$ cat src/rtl/gate_sweep_pkg.sv
// gate_sweep_pkg: shared state encoding and reference truth tables for gate sweeps
package gate_sweep_pkg;
  typedef enum logic [1:0] {IDLE, WAIT, SAMPLE, DONE} state_t;
  localparam logic [3:0] TT_AND  = 4'b1000;
  localparam logic [3:0] TT_OR   = 4'b1110;
  localparam logic [3:0] TT_XOR  = 4'b0110;
  localparam logic [3:0] TT_NAND = 4'b0111;
  localparam logic [3:0] TT_NOR  = 4'b0001;
endpackage

$ cat src/rtl/gate_sweep_if.sv
// gate_sweep_if: run-control, gate drive/observe and report signals of the sweep controller
interface gate_sweep_if;
  logic       start;
  logic       loop;
  logic       gate_x;
  logic       gate_y;
  logic       gate_z;
  logic       busy;
  logic       done;
  logic [3:0] result;
  logic [3:0] err_mask;
  logic       pass;
  logic [7:0] sweeps;
  logic [7:0] fails;
  modport master (
    output start, loop, gate_z,
    input  gate_x, gate_y, busy, done, result, err_mask, pass, sweeps, fails
  );
  modport slave (
    input  start, loop, gate_z,
    output gate_x, gate_y, busy, done, result, err_mask, pass, sweeps, fails
  );
endinterface

$ cat src/rtl/gate_settle_timer.sv
// gate_settle_timer: loadable down-counter flagging the last settle cycle of a vector
module gate_settle_timer #(
  parameter int SETTLE = 2
) (
  input  logic clk,
  input  logic rst,
  input  logic load,
  input  logic dec,
  output logic expired
);
  localparam int W = $clog2(SETTLE + 1);
  logic [W-1:0] cnt;
  always_ff @(posedge clk or posedge rst)
    if (rst) cnt <= '0;
    else if (load) cnt <= W'(SETTLE);
    else if (dec && cnt != '0) cnt <= cnt - W'(1);
  // flags the cycle whose ending edge brings the count to zero
  assign expired = cnt <= W'(1);
endmodule

$ cat src/rtl/gate_sweep_ctrl.sv
// gate_sweep_ctrl: sweeps a 2-input gate through all vectors and checks its truth table
module gate_sweep_ctrl
  import gate_sweep_pkg::*;
#(
  parameter int         SETTLE   = 2,
  parameter logic [3:0] EXPECTED = TT_AND
) (
  input logic         clk,
  input logic         rst,
  gate_sweep_if.slave bus
);
  state_t     state;
  logic [1:0] idx;
  logic [1:0] nidx;
  logic [3:0] captured;
  logic       load;
  logic       expired;
  always_comb begin
    nidx     = idx + 2'd1;
    captured = bus.result | ({3'b000, bus.gate_z} << idx);
    load     = (state == IDLE && bus.start) || (state == SAMPLE && idx != 2'd3) ||
               (state == DONE && bus.loop);
  end
  gate_settle_timer #(.SETTLE(SETTLE)) u_timer (
    .clk    (clk),
    .rst    (rst),
    .load   (load),
    .dec    (state == WAIT),
    .expired(expired)
  );
  always_ff @(posedge clk or posedge rst)
    if (rst) begin
      state        <= IDLE;
      idx          <= '0;
      bus.gate_x   <= 1'b0;
      bus.gate_y   <= 1'b0;
      bus.busy     <= 1'b0;
      bus.done     <= 1'b0;
      bus.result   <= '0;
      bus.err_mask <= '0;
      bus.pass     <= 1'b0;
      bus.sweeps   <= '0;
      bus.fails    <= '0;
    end else begin
      bus.done <= 1'b0;
      case (state)
        IDLE: if (bus.start) begin
          state      <= WAIT;
          idx        <= '0;
          bus.gate_x <= 1'b0;
          bus.gate_y <= 1'b0;
          bus.result <= '0;
          bus.busy   <= 1'b1;
        end
        WAIT: if (expired) state <= SAMPLE;
        // idx wraps to 0 after the last vector, so 00 is already driven in DONE
        SAMPLE: begin
          bus.result <= captured;
          idx        <= nidx;
          bus.gate_x <= nidx[1];
          bus.gate_y <= nidx[0];
          state      <= idx == 2'd3 ? DONE : WAIT;
          if (idx == 2'd3) begin
            bus.done     <= 1'b1;
            bus.err_mask <= captured ^ EXPECTED;
            bus.pass     <= captured == EXPECTED;
            if (bus.sweeps != 8'hFF) bus.sweeps <= bus.sweeps + 8'd1;
            if (captured != EXPECTED && bus.fails != 8'hFF) bus.fails <= bus.fails + 8'd1;
          end
        end
        DONE: begin
          state    <= bus.loop ? WAIT : IDLE;
          bus.busy <= bus.loop;
          if (bus.loop) bus.result <= '0;
        end
        default: state <= IDLE;
      endcase
    end
endmodule
$ cat src/flat_wrapper.sv
// flat-port wrapper written by rule: the top's interface ports become plain ports
module gate_sweep_ctrl_flat import gate_sweep_pkg::*;
#(
  parameter int         SETTLE   = 2,
  parameter logic [3:0] EXPECTED = TT_AND
)
  (clk, rst, bus_start, bus_loop, bus_gate_z, bus_gate_x, bus_gate_y, bus_busy, bus_done, bus_result, bus_err_mask, bus_pass, bus_sweeps, bus_fails);
  gate_sweep_if bus_i ();
  input logic clk;
  input logic rst;
  input wire logic [$bits(bus_i.start)-1:0] bus_start;
  input wire logic [$bits(bus_i.loop)-1:0] bus_loop;
  input wire logic [$bits(bus_i.gate_z)-1:0] bus_gate_z;
  output wire logic [$bits(bus_i.gate_x)-1:0] bus_gate_x;
  output wire logic [$bits(bus_i.gate_y)-1:0] bus_gate_y;
  output wire logic [$bits(bus_i.busy)-1:0] bus_busy;
  output wire logic [$bits(bus_i.done)-1:0] bus_done;
  output wire logic [$bits(bus_i.result)-1:0] bus_result;
  output wire logic [$bits(bus_i.err_mask)-1:0] bus_err_mask;
  output wire logic [$bits(bus_i.pass)-1:0] bus_pass;
  output wire logic [$bits(bus_i.sweeps)-1:0] bus_sweeps;
  output wire logic [$bits(bus_i.fails)-1:0] bus_fails;
  assign bus_i.start = bus_start;
  assign bus_i.loop = bus_loop;
  assign bus_i.gate_z = bus_gate_z;
  assign bus_gate_x = bus_i.gate_x;
  assign bus_gate_y = bus_i.gate_y;
  assign bus_busy = bus_i.busy;
  assign bus_done = bus_i.done;
  assign bus_result = bus_i.result;
  assign bus_err_mask = bus_i.err_mask;
  assign bus_pass = bus_i.pass;
  assign bus_sweeps = bus_i.sweeps;
  assign bus_fails = bus_i.fails;
  gate_sweep_ctrl #(.SETTLE(SETTLE), .EXPECTED(EXPECTED)) u_core (.clk(clk), .rst(rst), .bus(bus_i));
endmodule
$ cat config.mk
export PLATFORM = sky130hd
export DESIGN_NAME = gate_sweep_ctrl_flat
export DESIGN_NICKNAME = d
export VERILOG_FILES = /design/src/rtl/gate_sweep_pkg.sv /design/src/rtl/gate_sweep_if.sv /design/src/rtl/gate_settle_timer.sv /design/src/rtl/gate_sweep_ctrl.sv /design/src/flat_wrapper.sv
export SDC_FILE = /design/constraint.sdc
export NUM_CORES = 1
export LEC_CHECK = 0
export CAP_MARGIN = 10
export CORE_MARGIN = 5
export CORE_UTILIZATION = 49
export CTS_CLUSTER_SIZE = 24
export DETAILED_ROUTE_END_ITERATION = 12
export PLACE_DENSITY = 0.86
export SLEW_MARGIN = 20
export SYNTH_ARGS = -nofsm -noshare
export SYNTH_HDL_FRONTEND = slang
export SYNTH_SLANG_ARGS = --single-unit
$ cat constraint.sdc
create_clock -name clk -period 2.14 [get_ports clk]
set_input_delay 0.321 -clock clk [delete_from_list [all_inputs] [get_ports clk]]
set_output_delay 0.321 -clock clk [all_outputs]
set_load 0.005 [all_outputs]
==> metrics.md <==
| Metric | Value |
|---|---|
| Design area | 0.00200 sq mm |
| R2R depth | 6 |
| Switching share of power | 34.3% |
| Clock transition at path regs | 110 ps |
| DR pass1 iterations | 4 |
| Gp weighted congestion | 0.877 |
| Layout cells sized above 1 | 13.0% |
| Peak VDD IR | 0.636 mV |
| Setup TNS | 0 ps |
| Synth Register Bits | 33 |
| Worst-margin pin slew | 405 ps |
| Htree depth | 2 |
| Hold Fails Final Rpt | 0 |
| Max-slew violation count | 0 |
| Cell area after synthesis | 0.00155 sq mm |
| Hold Crit Class | in -> async |
| Fin cells | 229 |
| Total Routed Length | 3070 microns |
| CTS Root Cell | clkbuf_4 |
| Synth area leaders | dfrtp_1 53%, xor2_1 6.8%, ha_1 4.0%, a21oi_1 3.2%, nand2_1 2.9% |
| DP Cell Count | 221 |
| P per Cell Area | 976 mW/mm^2 |
| Post-layout util | 65.4% |
| Resize count post-CTS | 0 |
| Nets | 194 |
| Status | completed |
| Sequential area share after synthesis | 53.3% |
| Synth top area share | 53.3% |
| Total global-route track usage | 16.2% |
| CTS Hold Bufs | 0 |
| Core area | 0.00305 sq mm |
| CP Cell Sequence | and2b_2 > nand2_2 > inv_2 > o21ai_2 > nor2_2 > mux2_4 |
| TritonCTS clock tree | built |
| Startpoint Class | flip-flop |
| Async S/R FF share, synth | 100% |
| Final WS setup | 338 ps |
| Endpoints failing setup | 0 |
| Clock power share | 17.4% |
| Sequential share of power | 47.1% |
| Crit Path Max Fanout | 14 |
| Clock Latency Late Sink | 330 ps |
| Final HPWL from detailed placement | 2280 microns |
| DRC | 0 |
| Total CTS buffers | 5 |
| Crit path from | u_core.state[0] |
| F_max | 555 MHz |
| Distinct cells, synth | 40 |
| Worst setup path endpoint | u_core.bus.fails[1] |
| Synth Net Count | 154 |
| Crit path capture type | flip-flop |
| Yosys Warn Count | 0 |
| Chip width | 66.2 microns |
| Vias/cell | 5.21 |
| Cell taking the most area after synthesis | dfrtp_1 |
| Die H | 66.2 microns |
| Max cap viols | 0 |
| EDFF count, synth | 0 |
| CTS max path bufs | 2 |
| Largest net degree at the start of global routing | 34 |
| Post-layout minimum cycle time | 1800 ps |
| Hold_ws | 375 ps |
| I/O pin total | 34 |
| Ant diodes | 0 |
| Internal power | 1.28 mW |
| Critical Path AT | 2030 ps |
| Full die area | 0.00439 sq mm |
| Initial antenna violation count | 0 |
| Placed cell area | 0.00194 sq mm |
| Crit Path Category | reg -> reg |
| CP max stage cell | dfrtp_1 |
| Antenna Violating Nets Remaining | 0 |
| Initial cell density of the core | 50.8% |
| P_sw | 0.668 mW |
| PortBufs | 33 |
| LEAKAGE | 0.892 nW |
| Rel. slew slack | 73.0% |
| Post-CTS Setup Inserts | 0 |
| Wirelength per Cell | 13.4 microns |
| Gate power share | 35.5% |
| Syn avg cell area | 10.8 sq um |
| Primary FF master, synth | dfrtp_1 |
| Total number of vias | 1194 |
| Worst path max stage delay | 460 ps |
| Vias in the first global route | 1200 |
| Reg2Reg Capture Point | u_core.bus.fails[1] |
| Gr ovfl total | 0 |
| First-pass GRT wire length | 5390 microns |
| Fillcell total | 248 |
| RR Startpoint | u_core.state[0] |
| Row count | 20 |
| Final worst path period share | 84.2% |
| Power Total | 1.95 mW |
| Mapped Cells | 144 |
| DRT iter0 DRCs | 81 |
| Sink Count | 33 |
| CP Data Required Time | 2370 ps |
| Unrepaired setup endpoints after global routing | false |
| Flop2flop setup slack | 340 ps |
| Clock skew | 8.23 ps |
| Area Growth Syn to Fin | 28.7% |
| DP Worst Slack | 140 ps |
==> final cells by class <==
cell class                      instances  area (sq um)  area share (%)
Clock buffer                            5          37.5            1.88
Clock inverter                          3          17.5           0.878
Inverter                                7          26.3            1.32
Multi-Input combinational cell        102           688            34.5
Sequential cell                        33           826            41.4
Tap cell                               44          55.1            2.76
Timing Repair Buffer                   35           345            17.3
==> cells in the final DEF, fill, tap and decap left out, types with 2 or more instances in the layout <==
master and n:
dfrtp_1 33, xor2_1 12, nand4_1 2, xnor2_1 3
nor3_1 4, nand2b_1 3, a21oi_1 10, clkinv_2 2
nor2b_1 2, o21ai_0 6, nor2_1 11, buf_4 2
nand2_1 12, clkdlybuf4s50_1 33, ha_1 5, inv_1 6
o21ai_2 2, clkbuf_4 5, nand3_1 7
==> worst max-delay path, delay by kind of cell (launching register included) <==
family          cells  cell delay, ps
compound gates      1             130
flops               1             460
mux                 1             320
simple gates        3             570
buf+inv             1             230
==> registers in the layout (all words and copies together), names as in the netlist <==
name and count:
u_core.bus.fails 8, u_core.bus.sweeps 8, u_core.bus.err_mask 4, u_core.bus.result 4, u_core.state 2, u_core.u_timer.cnt 2
u_core.bus.busy 1, u_core.bus.done 1, u_core.bus.gate_x 1, u_core.bus.pass 1, u_core.idx 1
==> power groups by stage <==
stage / sequential, mW / combinational, mW / clock, mW
final: 0.917 / 0.691 / 0.340
after global routing: 0.941 / 0.783 / 0.386
after CTS: 0.916 / 0.702 / 0.359
after detailed placement: 0.929 / 0.697 / 0
after global placement: 0.917 / 0.662 / 0
after floorplan: 0.896 / 0.398 / 0
==> logic make-up (layout without fill, tap and decap cells) <==
family	Yosys count	in the layout	synth area share [%]
AND/OR/NAND/NOR	50	50	16.5
flip-flops	33	33	53.3
AO/OA/AOI/OAI	30	30	13.6
XOR/XNOR	15	15	8.47
buffers and inverters	9	50	2.34
adder cells (fa/ha/maj)	5	5	4.04
multiplexers	2	2	1.69
==> cells in the mapped netlist, types with 2 or more instances <==
cell type  count
a21oi_1       10
buf_2          2
dfrtp_1       33
ha_1           5
inv_1          6
nand2_1       12
nand2b_1       3
nand3_1        7
nand4_1        2
nor2_1        11
nor2b_1        2
nor3_1         4
o21ai_0        6
o21ai_2        2
xnor2_1        3
xor2_1        12
==> worst min path at each step <==
stage                        endpoint  slack [ps]                    from
2_1_floorplan         u_core.bus.busy         450                     rst
3_3_place_gp   u_core.bus.err_mask[3]         470  u_core.bus.err_mask[3]
3_5_place_dp          u_core.bus.pass         480         u_core.bus.pass
4_1_cts          u_core.bus.sweeps[6]         370                     rst
5_1_grt          u_core.bus.sweeps[2]         400                     rst
6_report         u_core.bus.sweeps[6]         380                     rst
==> metal layers <==
layer  share of wire (%)  vias to the layer above  global-route usage, %
li1                    -                      580                      -
met4                0.33                        0                   4.06
met3                 7.5                        2                   6.12
met5                   0                        -                      0
met2                  51                       44                   28.7
met1                  41                      568                   18.2
(Power assumes the default switching activity.)
